===== config.mk =====
export PLATFORM = sky130hd
export DESIGN_NAME = watchdog_kicker
export DESIGN_NICKNAME = d
export VERILOG_FILES = /design/src/rtl/watchdog_kicker.sv
export SDC_FILE = /design/constraint.sdc
export NUM_CORES = 1
export LEC_CHECK = 0
export ABC_CLOCK_PERIOD_IN_PS = 5950
export CAP_MARGIN = 20
export CORE_MARGIN = 1.5
export CORE_UTILIZATION = 40
export CTS_BUF_LIST = sky130_fd_sc_hd__clkbuf_4
export CTS_CLUSTER_DIAMETER = 120
export DETAILED_ROUTE_END_ITERATION = 16
export GPL_TIMING_DRIVEN = 0
export PLACE_DENSITY = 0.62
export SETUP_SLACK_MARGIN = 0.5
export SLEW_MARGIN = 20
export SYNTH_ARGS = -nofsm -noshare
export SYNTH_HDL_FRONTEND = slang
export SYNTH_SLANG_ARGS = --single-unit

===== constraint.sdc =====
create_clock -name ipClk -period 5.95 [get_ports ipClk]
set_input_delay 1.19 -clock ipClk [delete_from_list [all_inputs] [get_ports ipClk]]
set_output_delay 1.19 -clock ipClk [all_outputs]
set_load 0.02 [all_outputs]

===== src/rtl/watchdog_kicker.sv =====
// -----------------------------------------------------------------------------
// watchdog_kicker
//
// Heartbeat generator for a board-level watchdog. Alive strobes from each
// monitored channel are collected over a fixed period. At the end of the
// period a kick pulse is issued only if every channel strobed. When enough
// consecutive periods are missed, a sticky fault is latched and kicking stops,
// so the downstream watchdog expires.
//
// Handshake/level semantics: ipEnable is a plain level (high = run). ipAlive
// bits are single-cycle strobes sampled on every rising ipClk edge. There is
// no valid/ready flow control; every output is a registered level or pulse.
//
// Ports
//   ipClk       in   1         clock, single domain
//   ipReset     in   1         asynchronous, active-high reset
//   ipEnable    in   1         high = run, low = idle (ignored in FAULT)
//   ipAlive     in   Channels  per-channel alive strobes
//   opKick      out  1         kick pulse, Pulse_cycles wide
//   opMissed    out  1         one-cycle pulse per missed period
//   opMissMask  out  Channels  channels not seen in the last evaluated period
//   opFault     out  1         sticky fault, cleared only by ipReset
//   opState     out  2         debug view of the FSM: 0 IDLE, 1 RUN, 2 FAULT
// -----------------------------------------------------------------------------
module watchdog_kicker #(
    parameter int Clk_Frequency = 50_000_000,
    parameter int Period_ms     = 100,
    parameter int Pulse_cycles  = 4,
    parameter int Channels      = 4,
    parameter int Max_Misses    = 3
) (
    input  logic                ipClk,
    input  logic                ipReset,
    input  logic                ipEnable,
    input  logic [Channels-1:0] ipAlive,
    output logic                opKick,
    output logic                opMissed,
    output logic [Channels-1:0] opMissMask,
    output logic                opFault,
    output logic [1:0]          opState
);

    // Product done in 64 bits: 50 MHz * 100 ms overflows a 32-bit int.
    localparam longint PERIOD_L      = (longint'(Clk_Frequency) * longint'(Period_ms)) / 64'sd1000;
    localparam int     Period_cycles = int'(PERIOD_L);
    localparam int     CW            = (Period_cycles > 1) ? $clog2(Period_cycles) : 1;
    localparam int     PW            = $clog2(Pulse_cycles + 1);
    localparam int     MW            = $clog2(Max_Misses + 1);

    localparam logic [CW-1:0] COUNT_LOAD = CW'(Period_cycles - 1);
    localparam logic [PW-1:0] PULSE_LOAD = PW'(Pulse_cycles);
    localparam logic [MW-1:0] MISS_LIMIT = MW'(Max_Misses);

    typedef enum logic [1:0] {
        IDLE  = 2'd0,
        RUN   = 2'd1,
        FAULT = 2'd2
    } state_t;

    state_t              state_q;
    logic [CW-1:0]       count_q;
    logic [PW-1:0]       pulse_q;
    logic [MW-1:0]       misses_q;
    logic [Channels-1:0] seen_q;
    logic [Channels-1:0] mask_q;
    logic                kick_q;
    logic                missed_q;
    logic                fault_q;

    // A strobe arriving on the evaluation cycle still belongs to the
    // closing period, so evaluation looks at seen_q merged with ipAlive.
    logic [Channels-1:0] all_d;
    logic [MW-1:0]       misses_d;

    assign all_d    = seen_q | ipAlive;
    assign misses_d = misses_q + MW'(1);

    always_ff @(posedge ipClk or posedge ipReset) begin
        if (ipReset) begin
            state_q  <= IDLE;
            count_q  <= '0;
            pulse_q  <= '0;
            misses_q <= '0;
            seen_q   <= '0;
            mask_q   <= '0;
            kick_q   <= 1'b0;
            missed_q <= 1'b0;
            fault_q  <= 1'b0;
        end else begin
            missed_q <= 1'b0;
            case (state_q)
                IDLE: begin
                    kick_q  <= 1'b0;
                    pulse_q <= '0;
                    if (ipEnable) begin
                        state_q  <= RUN;
                        count_q  <= COUNT_LOAD;
                        seen_q   <= '0;
                        misses_q <= '0;
                    end
                end

                RUN: begin
                    if (!ipEnable) begin
                        // Abort everything except the last reported mask.
                        state_q  <= IDLE;
                        kick_q   <= 1'b0;
                        pulse_q  <= '0;
                        count_q  <= '0;
                        seen_q   <= '0;
                        misses_q <= '0;
                    end else begin
                        // Pulse timer: pulse_q holds the high cycles still
                        // owed including the current one, so the kick drops
                        // when the last one is being spent.
                        if (pulse_q != '0) begin
                            pulse_q <= pulse_q - PW'(1);
                            kick_q  <= (pulse_q != PW'(1));
                        end

                        if (count_q != '0) begin
                            count_q <= count_q - CW'(1);
                            seen_q  <= all_d;
                        end else begin
                            count_q <= COUNT_LOAD;
                            seen_q  <= '0;
                            if (&all_d) begin
                                kick_q   <= 1'b1;
                                pulse_q  <= PULSE_LOAD;
                                misses_q <= '0;
                                mask_q   <= '0;
                            end else begin
                                missed_q <= 1'b1;
                                mask_q   <= ~all_d;
                                misses_q <= misses_d;
                                if (misses_d == MISS_LIMIT) begin
                                    state_q <= FAULT;
                                    fault_q <= 1'b1;
                                    kick_q  <= 1'b0;
                                    pulse_q <= '0;
                                end
                            end
                        end
                    end
                end

                FAULT: begin
                    // Terminal until reset: never kick again.
                    kick_q  <= 1'b0;
                    pulse_q <= '0;
                    fault_q <= 1'b1;
                end

                default: begin
                    state_q <= IDLE;
                end
            endcase
        end
    end

    assign opKick     = kick_q;
    assign opMissed   = missed_q;
    assign opMissMask = mask_q;
    assign opFault    = fault_q;
    assign opState    = state_q;

endmodule


==> impl_metrics.csv <==
group,metric,value,unit
sta,holdWs,0.501,ns
synth,synth_common_cells,"dfrtp_1 (41), nor2_1 (25), a21oi_1 (18), nand2_1 (13), inv_1 (12)",
cells_and_area,multiInputGateArea,0.00112,sq mm
global_routing,antenna_found_initial,0,
synth,synth_flop_cell,"dfrtp_1",
synth,synth_area_per_cell,9.65,sq um
min_path,hold_class,"reg -> reg",
critical_path,critical_path_arrival,3.40,ns
clock_network,clock_path_buffers,2,
synth,ys_seq_area_share,46.0,%
synth,syn-instance-count,231,
sta,worstMarginPinSlew,0.668,ns
sta,min_period_over_period,52.4,%
critical_path,crit_path_end,"count_q[7]$_DFFE_PP0P_",
critical_path,rr_startpoint,"count_q[11]$_DFFE_PP0P_",
synth,ys_types,48,
clock_network,cts_hold_buf,0,
synth,yosys.area_share.simple,23.2,%
synth,synth_mux_area_share,2.92,%
clock_network,cts_sinks,41,
floorplan,io_pins,16,
place,io_buffers,15,
floorplan,fp.dieW,77.7,um
synth,synth_edf_count,0,
outcome,status,"complete, no violations",
critical_path,start_kind,"input pin",
sta,hold_violations,0,
drt,wl,5.10,mm
sta,fin_tns_setup,0,ns
clock_network,clkTransAtPathRegs,0.13,ns
global_routing,grt_pass1_wl,8.75,mm
drt,vias,1793,
sta,skew,0.0123,ns
power,power_density,256,mW/mm^2
clock_network,cts_made_buffers,5,
floorplan,initial_core_util,41.0,%
clock_network,cts_resized,0,
synth,async_reset_ff_share,100,%
synth,netlist_area,0.00223,sq mm
synth,yosys.area_share.adder,3.37,%
sta,min_period,3.12,ns
critical_path,r2r_cells,5,
floorplan,die-area,0.00603,sq mm
sta,setup_viol_count_final,0,
sta,fmax,0.321,GHz
sta,max_slew_margin,55.1,%
power,peakVddDrop,0.141,mV
power,p_leak,0.00112,uW
cells_and_area,syn_to_final_growth,16.3,%
place,dp.final_hpwl,3.65,mm
run,cap_violations,0,
sta,rsz0062_at_grt,"no",
min_path,min_path_cells,2,
synth,syn_nets,244,
global_routing,grt_pass1_vias,1738,
synth,yosysTopAreaCell,"dfrtp_1",
place,place.gp.congestion,0.742,
drt,antenna_left,0,
synth,synth-xor-area-share,3.54,%
drt,via_per_inst,5.48,
critical_path,crit_start,"ipEnable",
synth,synth_warnings,0,
global_routing,grt_max_degree,32,
cells_and_area,stdcell_count,327,
cells_and_area,nFillCells,517,
clock_network,clock-root-buffer,"clkbuf_4",
clock_network,htree_num_levels,2,
synth,synth.area.top_cells,"dfrtp_1 (46%), nor2_1 (4.2%), a21oi_1 (4.0%)",
critical_path,required,6.23,ns
synth,synth-compound-area-share,17.3,%
clock_network,clk_latency,0.35,ns
cells_and_area,num_antenna_cells,0,
clock_network,cts_tree,"yes",
floorplan,die_h,77.7,um
drt,drtIter0Drc,127,
synth,synth_top_area_share,46.0,%
critical_path,worstPathMaxFanout,10,
place,numPlacedInstances,319,
drt,drt_first_pass_iters,4,
synth,synth-seq-cells,41,
sta,drv_slew,0,
critical_path,reg2reg_slack,3.59,ns
critical_path,endpoint_kind,"register",
drt,route.detailed.drc,0,
cells_and_area,regArea,0.00103,sq mm
floorplan,coreArea,0.00544,sq mm
global_routing,grt-ovfl-total,0,
clock_network,cts_setup_buffers,0,
cells_and_area,nets,267,
synth,synth_top_family_by_area,"simple AND/OR/NAND/NOR gates",
global_routing,grt_use_total,18.6,%
critical_path,critPathKind,"in -> reg",
floorplan,num_rows,27,
cells_and_area,drive_above_1_share,10.2,%
critical_path,r2r_end,"count_q[21]$_DFFE_PP0P_",
synth,synth_most_common_cell,"dfrtp_1",
drt,routedWlPerCell,15.6,um
[stage by stage]
step	utilization, %	worst slack, ns	area [sq um]	total power [uW]
after detailed placement	45.8	2.45	2490	441
after global routing	47.7	2.64	2590	696
after global placement	45.4	2.50	2470	437
final	47.7	2.83	2590	663
after floorplan	-	3.52	2230	407
after CTS	47.7	2.83	2590	667
[registers in the layout (all words and copies together) (netlist names), 2 cells and up]
register    cells
count_q        23
pulse_q         3
opState         2
misses_q        2
seen_q          4
opMissMask      4
[power breakdown]
| part | switching, uW | internal (uW) |
|---|---|---|
| Clock | 96.0 | 130 |
| Sequential | 27.0 | 299 |
| Combinational | 65.0 | 45.0 |
[routing by layer]
| layer | global-route usage [%] | vias to the layer above | share of wire (%) |
|---|---|---|---|
| met3 | 3.65 | 4 | 2.5 |
| met1 | 26.5 | 875 | 50 |
| met2 | 28.8 | 21 | 47 |
| li1 | - | 893 | - |
| met4 | 4.91 | 0 | 0.82 |
| met5 | 0 | - | 0 |
[cells by family (layout without fill, tap and decap cells)]
kind of cell / count (synthesis) / count (layout)
AND/OR/NAND/NOR: 92 / 92
AO/OA/AOI/OAI: 56 / 56
flip-flops: 41 / 41
buffers and inverters: 21 / 45
XOR/XNOR: 9 / 9
adder cells (fa/ha/maj): 6 / 6
multiplexers: 6 / 6
[layout make-up]
cell class	instances	share of cell area (%)
plain buffers	9	1.40
clock buffers	5	1.45
clock inverters	3	2.51
inverters	12	1.74
multi-input cells	169	43.3
flip-flops and latches	41	39.6
well taps	72	3.47
repair buffers	16	6.56
[placed cells by master, fill, tap and decap left out, types with 7 or more instances in the layout]
master / synthesis / routed
nand2_1: 13 / 13
nor4_1: 7 / 7
clkbuf_1: 7 / 7
dfrtp_1: 41 / 41
nor2_1: 25 / 25
o22a_1: 8 / 8
nor3_1: 11 / 11
clkdlybuf4s50_1: 0 / 15
a21oi_1: 18 / 18
inv_1: 12 / 11
[critical path, stage by stage]
cell and delay [ns]:
clkdlybuf4s50_1 0.54, nor2b_1 0.15, clkbuf_1 0.38, nand2_2 0.24
a21oi_1 0.43, nor2_1 0.12, buf_2 0.21, nor2_1 0.12
[worst min path at each step]
stage	start	to	slack, ns
6_report	opFault$_DFFE_PP0P_	opFault$_DFFE_PP0P_	0.50
4_1_cts	count_q[21]$_DFFE_PP0P_	count_q[21]$_DFFE_PP0P_	0.51
5_1_grt	opFault$_DFFE_PP0P_	opFault$_DFFE_PP0P_	0.54
2_1_floorplan	count_q[21]$_DFFE_PP0P_	count_q[21]$_DFFE_PP0P_	0.45
3_3_place_gp	opFault$_DFFE_PP0P_	opFault$_DFFE_PP0P_	0.48
3_5_place_dp	opFault$_DFFE_PP0P_	opFault$_DFFE_PP0P_	0.47
(Power assumes the default switching activity.)
